### src/rtl/rr_arbiter_oh_if.sv
// Request/grant bundle between requesters, the round-robin arbiter and the
// consumer that drives ready and decodes the one-hot grant.
interface rr_arbiter_oh_if #(
    parameter int NumReq = 4
);
    logic [NumReq-1:0] req_i;
    logic              ready_i;
    logic [NumReq-1:0] gnt_oh_o;
    logic              valid_o;
    logic              locked_o;

    modport master (
        input  req_i,
        input  ready_i,
        output gnt_oh_o,
        output valid_o,
        output locked_o
    );

    modport slave (
        output req_i,
        output ready_i,
        input  gnt_oh_o,
        input  valid_o,
        input  locked_o
    );
endinterface

### src/rtl/rr_arbiter_oh.sv
// Round-robin arbiter with one-hot grant; the grant is frozen while the
// consumer stalls so the downstream select index stays stable.
module rr_arbiter_oh #(
    parameter int NumReq = 4
) (
    input  logic                clk_i,
    input  logic                rst_ni,
    rr_arbiter_oh_if.master     bus
);
    logic [NumReq-1:0] mask_q;
    logic [NumReq-1:0] gnt_q;
    logic              lock_q;

    logic [NumReq-1:0] masked;
    logic [NumReq-1:0] pick;
    logic [NumReq-1:0] arb_gnt;
    logic [NumReq-1:0] gnt;
    logic              valid;
    logic              fire;

    // Prefer requesters above the last winner; fall back to the full vector.
    assign masked  = bus.req_i & mask_q;
    assign pick    = (|masked) ? masked : bus.req_i;
    assign arb_gnt = pick & (~pick + NumReq'(1));

    assign gnt   = lock_q ? gnt_q : arb_gnt;
    assign valid = lock_q | (|bus.req_i);
    assign fire  = valid & bus.ready_i;

    assign bus.gnt_oh_o = rst_ni ? gnt : '0;
    assign bus.valid_o  = rst_ni & valid;
    assign bus.locked_o = rst_ni & lock_q;

    always_ff @(posedge clk_i) begin
        if (!rst_ni) begin
            mask_q <= '0;
            lock_q <= 1'b0;
            gnt_q  <= '0;
        end else if (fire) begin
            // Bits strictly above the winner; granting the top bit yields zero.
            mask_q <= ~(gnt | (gnt - NumReq'(1)));
            lock_q <= 1'b0;
        end else if (valid) begin
            lock_q <= 1'b1;
            gnt_q  <= gnt;
        end
    end
endmodule

### src/flat_wrapper.sv
// flat-port wrapper written by rule: the top's interface ports become plain ports
module rr_arbiter_oh_flat 
#(
    parameter int NumReq = 4
)
  (clk_i, rst_ni, bus_req_i, bus_ready_i, bus_gnt_oh_o, bus_valid_o, bus_locked_o);
  rr_arbiter_oh_if #(.NumReq(NumReq)) bus_i ();
  input  logic clk_i;
  input  logic rst_ni;
  input wire logic [$bits(bus_i.req_i)-1:0] bus_req_i;
  input wire logic [$bits(bus_i.ready_i)-1:0] bus_ready_i;
  output wire logic [$bits(bus_i.gnt_oh_o)-1:0] bus_gnt_oh_o;
  output wire logic [$bits(bus_i.valid_o)-1:0] bus_valid_o;
  output wire logic [$bits(bus_i.locked_o)-1:0] bus_locked_o;
  assign bus_i.req_i = bus_req_i;
  assign bus_i.ready_i = bus_ready_i;
  assign bus_gnt_oh_o = bus_i.gnt_oh_o;
  assign bus_valid_o = bus_i.valid_o;
  assign bus_locked_o = bus_i.locked_o;
  rr_arbiter_oh #(.NumReq(NumReq)) u_core (.clk_i(clk_i), .rst_ni(rst_ni), .bus(bus_i));
endmodule
### config.mk
export PLATFORM = sky130hd
export DESIGN_NAME = rr_arbiter_oh_flat
export DESIGN_NICKNAME = d
export VERILOG_FILES = /design/src/rtl/rr_arbiter_oh_if.sv /design/src/rtl/rr_arbiter_oh.sv /design/src/flat_wrapper.sv
export SDC_FILE = /design/constraint.sdc
export NUM_CORES = 1
export LEC_CHECK = 0
export ABC_AREA = 1
export BUFFER_PORTS_ARGS = -buffer_cell sky130_fd_sc_hd__buf_2
export CAP_MARGIN = 10
export CORE_AREA = 2 2 39 41
export CTS_BUF_LIST = sky130_fd_sc_hd__clkbuf_2 sky130_fd_sc_hd__clkbuf_4 sky130_fd_sc_hd__clkbuf_8
export CTS_CLUSTER_DIAMETER = 200
export DETAILED_ROUTE_END_ITERATION = 6
export DIE_AREA = 0 0 41 43
export SYNTH_ARGS = -nofsm -noshare
export SYNTH_HDL_FRONTEND = slang
export SYNTH_SLANG_ARGS = --single-unit
export TNS_END_PERCENT = 50
### constraint.sdc
create_clock -name clk_i -period 3.4 [get_ports clk_i]
set_input_delay 0.68 -clock clk_i [delete_from_list [all_inputs] [get_ports clk_i]]
set_output_delay 0.68 -clock clk_i [all_outputs]
set_load 0.03 [all_outputs]
# ---- Word level (Yosys, flattened, before mapping)
# Cells that the tools add are included.
dict set report classes {
  n_addsub 2
  n_mux 3
  bitwise 11
  reduce_logical 4
}
# op n
set op_table {}
lappend op_table {{two-way mux 4 bit} 3}
lappend op_table {{AND 4 bit} 2}
lappend op_table {{NOT 4 bit} 2}
lappend op_table {{OR reduction 4 bit} 2}
lappend op_table {{adder 4 x 1 -> 4 bit (second input constant)} 1}
lappend op_table {{bitwise OR 4 bit} 1}
lappend op_table {{subtractor 4 x 1 -> 4 bit (second input constant)} 1}
lappend op_table {{AND 1 bit} 3}
lappend op_table {{NOT 1 bit} 2}
lappend op_table {{AND reduction 2 bit} 1}
lappend op_table {{OR reduction 2 bit} 1}
lappend op_table {{bitwise OR 1 bit} 1}
dict set report totals {
  register_bits 9
  out_inout_bits 6
  word_cells 23
}

# ---- Longest topological paths before layout
dict set report logic_depth {
  depth_word 10
  ltp_mapped 10
}

# ---- Worst setup path before layout
# No wires, ideal clock.
dict set report synth_timing {
  path_kind {input to output}
  startpoint {input port bus_req_i[1]}
  endpoint {output port bus_gnt_oh_o[2]}
  t_arrival_ns 1.625
  required_time_ns 2.720
  path_slack_ns 1.095
  path_stages 7
  path_buffers 0
  cell_sequence {nand2_1 -> nand3_1 -> o21ai_1 -> nand3_1 -> nand2_1 -> inv_1 -> nor2_1}
}
dict set report synth_between {
  elab_chain_len 8
}
# element line
set synth_lines {}
lappend synth_lines {{start: declaration} flat_wrapper.sv:10} ;# input wire logic [$bits(bus_i.req_i)-1:0] bus_req_i;
lappend synth_lines {{AND 4 bit} rr_arbiter_oh.sv:22} ;# assign masked = bus.req_i & mask_q;
lappend synth_lines {{OR reduction 4 bit} rr_arbiter_oh.sv:23} ;# assign pick = (|masked) ? masked : bus.req_i;
lappend synth_lines {{two-way mux 4 bit (*)} rr_arbiter_oh.sv:23}
lappend synth_lines {{NOT 4 bit} rr_arbiter_oh.sv:24} ;# assign arb_gnt = pick & (~pick + NumReq'(1));
lappend synth_lines {{adder 4 x 1 -> 4 bit} rr_arbiter_oh.sv:24}
lappend synth_lines {{AND 4 bit (*)} rr_arbiter_oh.sv:24}
lappend synth_lines {{two-way mux 4 bit (*)} rr_arbiter_oh.sv:26} ;# assign gnt = lock_q ? gnt_q : arb_gnt;
lappend synth_lines {{two-way mux 4 bit (*)} rr_arbiter_oh.sv:30} ;# assign bus.gnt_oh_o = rst_ni ? gnt : '0;
lappend synth_lines {{end: declaration} flat_wrapper.sv:12} ;# output wire logic [$bits(bus_i.gnt_oh_o)-1:0] bus_gnt_oh_o;
# Every way passes the cells marked *; elsewhere a longest branch is shown, timed or not.

# ---- Worst setup path after layout
dict set report layout_timing {
  startpoint {input port bus_req_i[3]}
  endpoint {output port bus_gnt_oh_o[1]}
}
dict set report layout_between {
  elab_chain_len 8
}
# element line
set layout_lines {}
lappend layout_lines {{AND 4 bit (*)} rr_arbiter_oh.sv:22}
lappend layout_lines {{OR reduction 4 bit (*)} rr_arbiter_oh.sv:23}
lappend layout_lines {{two-way mux 4 bit (*)} rr_arbiter_oh.sv:23}
lappend layout_lines {{NOT 4 bit} rr_arbiter_oh.sv:24}
lappend layout_lines {{adder 4 x 1 -> 4 bit} rr_arbiter_oh.sv:24}
lappend layout_lines {{AND 4 bit (*)} rr_arbiter_oh.sv:24}
lappend layout_lines {{two-way mux 4 bit (*)} rr_arbiter_oh.sv:26}
lappend layout_lines {{two-way mux 4 bit (*)} rr_arbiter_oh.sv:30}
# Marks and branches as above.

==> results.toml <==
[status]
outcome = "finished clean"

[timing]
final-max-slew-violation-count = 0
totalNegativeSetupSlack_ns = 0
layout_min_cycle_time_ns = 2.403
timing.final.hold_violations = 0
timing.max_slew.rel_slack_pct = 78.55
final_min_period_over_clock_period_pct = 70.68
maxClockFrequency_mhz = 416.1
clock_skew_ns = 0.002329
setup_viol_count_final = 0
unrepaired_setup_endpoints_after_global_routing = "false"
worst-slew-pin-transition_ns = 0.3213

[yosys]
synthTopCellsByCount = "sky130_fd_sc_hd__nand2_1 (23), sky130_fd_sc_hd__inv_1 (20), sky130_fd_sc_hd__nor2_1 (9)"
synth_sequential_area_ratio_pct = 31.14
synth.distinct_cells = 15
synth_area_leaders = "sky130_fd_sc_hd__dfxtp_1 (31%), sky130_fd_sc_hd__nand2_1 (17%), sky130_fd_sc_hd__inv_1 (15%), sky130_fd_sc_hd__o21ai_0 (6.8%), sky130_fd_sc_hd__nor2_1 (6.6%)"
post_synth_inst_count = 86
ys_async_sr_fraction_pct = 0
netlist_area_pre_place_um2 = 514.2
postSynthAreaPerCell_um2 = 5.980
synth_warn = 0
ys_dominant_reg_cell = "sky130_fd_sc_hd__dfxtp_1"
yosys_register_bits = 8
synth_top_area_share_pct = 31.14
synth_enable_flop_cells = 0
syn_nets = 93
synth.most_common_cell = "sky130_fd_sc_hd__nand2_1"
synth_area_leader_cell = "sky130_fd_sc_hd__dfxtp_1"

[clock_tree]
clkTransAtPathRegs_ns = 0.05
cts_tree = "built"
cts_root_buffer = "sky130_fd_sc_hd__clkbuf_4"
clkSinkCount = 8
buffers_inserted_by_post_cts_timing_repair = 0
cts_inserted_buffers = 3
cts_max_path_buffers = 2
post_cts_resized = 0
clkLatencyLatePin_ns = 0.26
postCtsHoldBufs = 0
cts_max_level = 1

[grt]
global_route_wire_length_before_repair_um = 1711
first_global_vias = 429
groute.usage.overall_pct = 14.75
grt-ovfl-total = 0
grt_max_degree = 9
grt_antenna_before_repair = 0

[power]
worst_ir_drop_vdd_mv = 0.1760
finalPower_mw = 0.2444
p_leak_nw = 0.3650
p_per_area_nw_per_um2 = 411.2

[placement]
place.detailed.hpwl_um = 855.9
placement.cell_area_um2 = 571.8
io_buffer_count = 12
gp_congestion = 0.7826
place.detailed.instances = 112

[critical_path]
worstPathCellList = "buf_2, nand2_1, nand2_1, o21ai_1, nand3_1, nand2_1, inv_1, nor2_1, buf_2"
critPathMaxStageDelay_ns = 0.20
critical-path-slowest-cell = "sky130_fd_sc_hd__o21ai_1"
arrival_ns = 1.72
path_max_fanout = 4
worst_setup_sp_type = "primary input"
required_ns = 2.72
critPathCaptureType = "primary output"
path_common_cell = "sky130_fd_sc_hd__nand2_1"
critPathKind = "in2out"

[finish]
drive_gt1_share_pct = 19.19
finish.cell_count_without_fillers = 115
fillers = 150
layout.cell_area.non_filler_um2 = 594.3
layout.nets = 108
layout-area-overhead-vs-synth_pct = 15.57
register_area_um2 = 160.2
multi_input_comb_area_um2 = 256.5
antennaDiodeCount = 0

[detailed_routing]
detail_route.wl_per_cell_um = 9.739
drtAntennaViolNets = 0
detailedRoute.firstIterationViolations = 18
drc = 0
drt_pre_antenna_iters = 4
postRouteWirelength_um = 1120
post_drt_via_cell_ratio = 4.713
vias = 542

[floorplan]
rows = 14
design.core.area_um2 = 1384
chipWidth_um = 41
start_util_pct = 37.16
fp.dieArea_um2 = 1763
boundaryPins = 13
dieHeight_um = 43

[worst_hold_path]
min_path_type = "reg2reg"

[job]
drv.max_cap_violation_count = 0
==> registers in the layout, summed over array words and instances, names as in the netlist <==
signal	cells
u_core.gnt_q	4
u_core.lock_q	1
u_core.mask_q	3
==> critical path, delay by kind of cell <==
family | cells | cell delay [ns]
AOI/OAI and AO/OA | 1 | 0.20
and+or+nand+nor | 5 | 0.47
buffers and inverters | 3 | 0.37
==> final timing paths <==
check	start	end	slack, ns	depth (start not counted)
setup / recovery	bus_req_i[3]	bus_gnt_oh_o[1]	1.0	9
hold reg to reg	u_core.mask_q[1]$_SDFFE_PN0P_	u_core.mask_q[1]$_SDFFE_PN0P_	0.47	2
hold / removal	u_core.mask_q[1]$_SDFFE_PN0P_	u_core.mask_q[1]$_SDFFE_PN0P_	0.47	2
setup reg to reg	u_core.lock_q$_SDFFE_PP0N_	u_core.gnt_q[3]$_SDFFE_PN0P_	2.09	5
==> metrics by stage <==
stage | hold WS, ns | setup WS (ns) | utilization [%]
floorplan | 0.4438 | 1.095 | -
global placement | 0.4651 | 1.015 | 41.32
detailed placement | 0.4636 | 1.017 | 41.32
CTS | 0.4732 | 1.005 | 42.95
global route | 0.5114 | 0.8631 | 42.95
finish | 0.4745 | 0.9970 | 42.95
==> routing by layer <==
metal  vias up  share of wire (%)  track usage, %
met3         5                5.4           4.712
li1        290                  -               -
met4         0                2.0           8.000
met1       235                 51           20.66
met5         -                  0               0
met2        12                 41           19.38
==> cell type report <==
cell class                 instances  area share (%)
clock buffer                       3           3.789
multi-input combinational         56           43.16
inverter                          20           12.63
sequential                         8           26.95
timing repair buffer              12           10.11
tap                               16           3.368
==> cells in the final DEF, fill, tap and decap left out <==
cell type / count
sky130_fd_sc_hd__a21oi_1: 4
sky130_fd_sc_hd__a21oi_2: 1
sky130_fd_sc_hd__a31oi_1: 1
sky130_fd_sc_hd__buf_2: 12
sky130_fd_sc_hd__clkbuf_4: 3
sky130_fd_sc_hd__dfxtp_1: 8
sky130_fd_sc_hd__inv_1: 20
sky130_fd_sc_hd__nand2_1: 23
sky130_fd_sc_hd__nand2_2: 1
sky130_fd_sc_hd__nand3_1: 5
sky130_fd_sc_hd__nand4_1: 1
sky130_fd_sc_hd__nor2_1: 9
sky130_fd_sc_hd__nor4_2: 1
sky130_fd_sc_hd__o21ai_0: 7
sky130_fd_sc_hd__o21ai_1: 2
sky130_fd_sc_hd__or2_2: 1
==> power breakdown <==
| group | switching, mW | internal, mW | total (mW) |
|---|---|---|---|
| clock | 0.0352 | 0.0406 | 0.0758 |
| combinational | 0.0423 | 0.0208 | 0.0632 |
| sequential | 0.00488 | 0.100 | 0.105 |
==> cells by family after synthesis <==
family / after synthesis / synth area share, %
flops: 8 / 31.14
buf+inv: 22 / 18.98
simple gates: 41 / 34.31
compound gates: 15 / 15.57
Note: power is estimated with default switching activity, not from simulation.
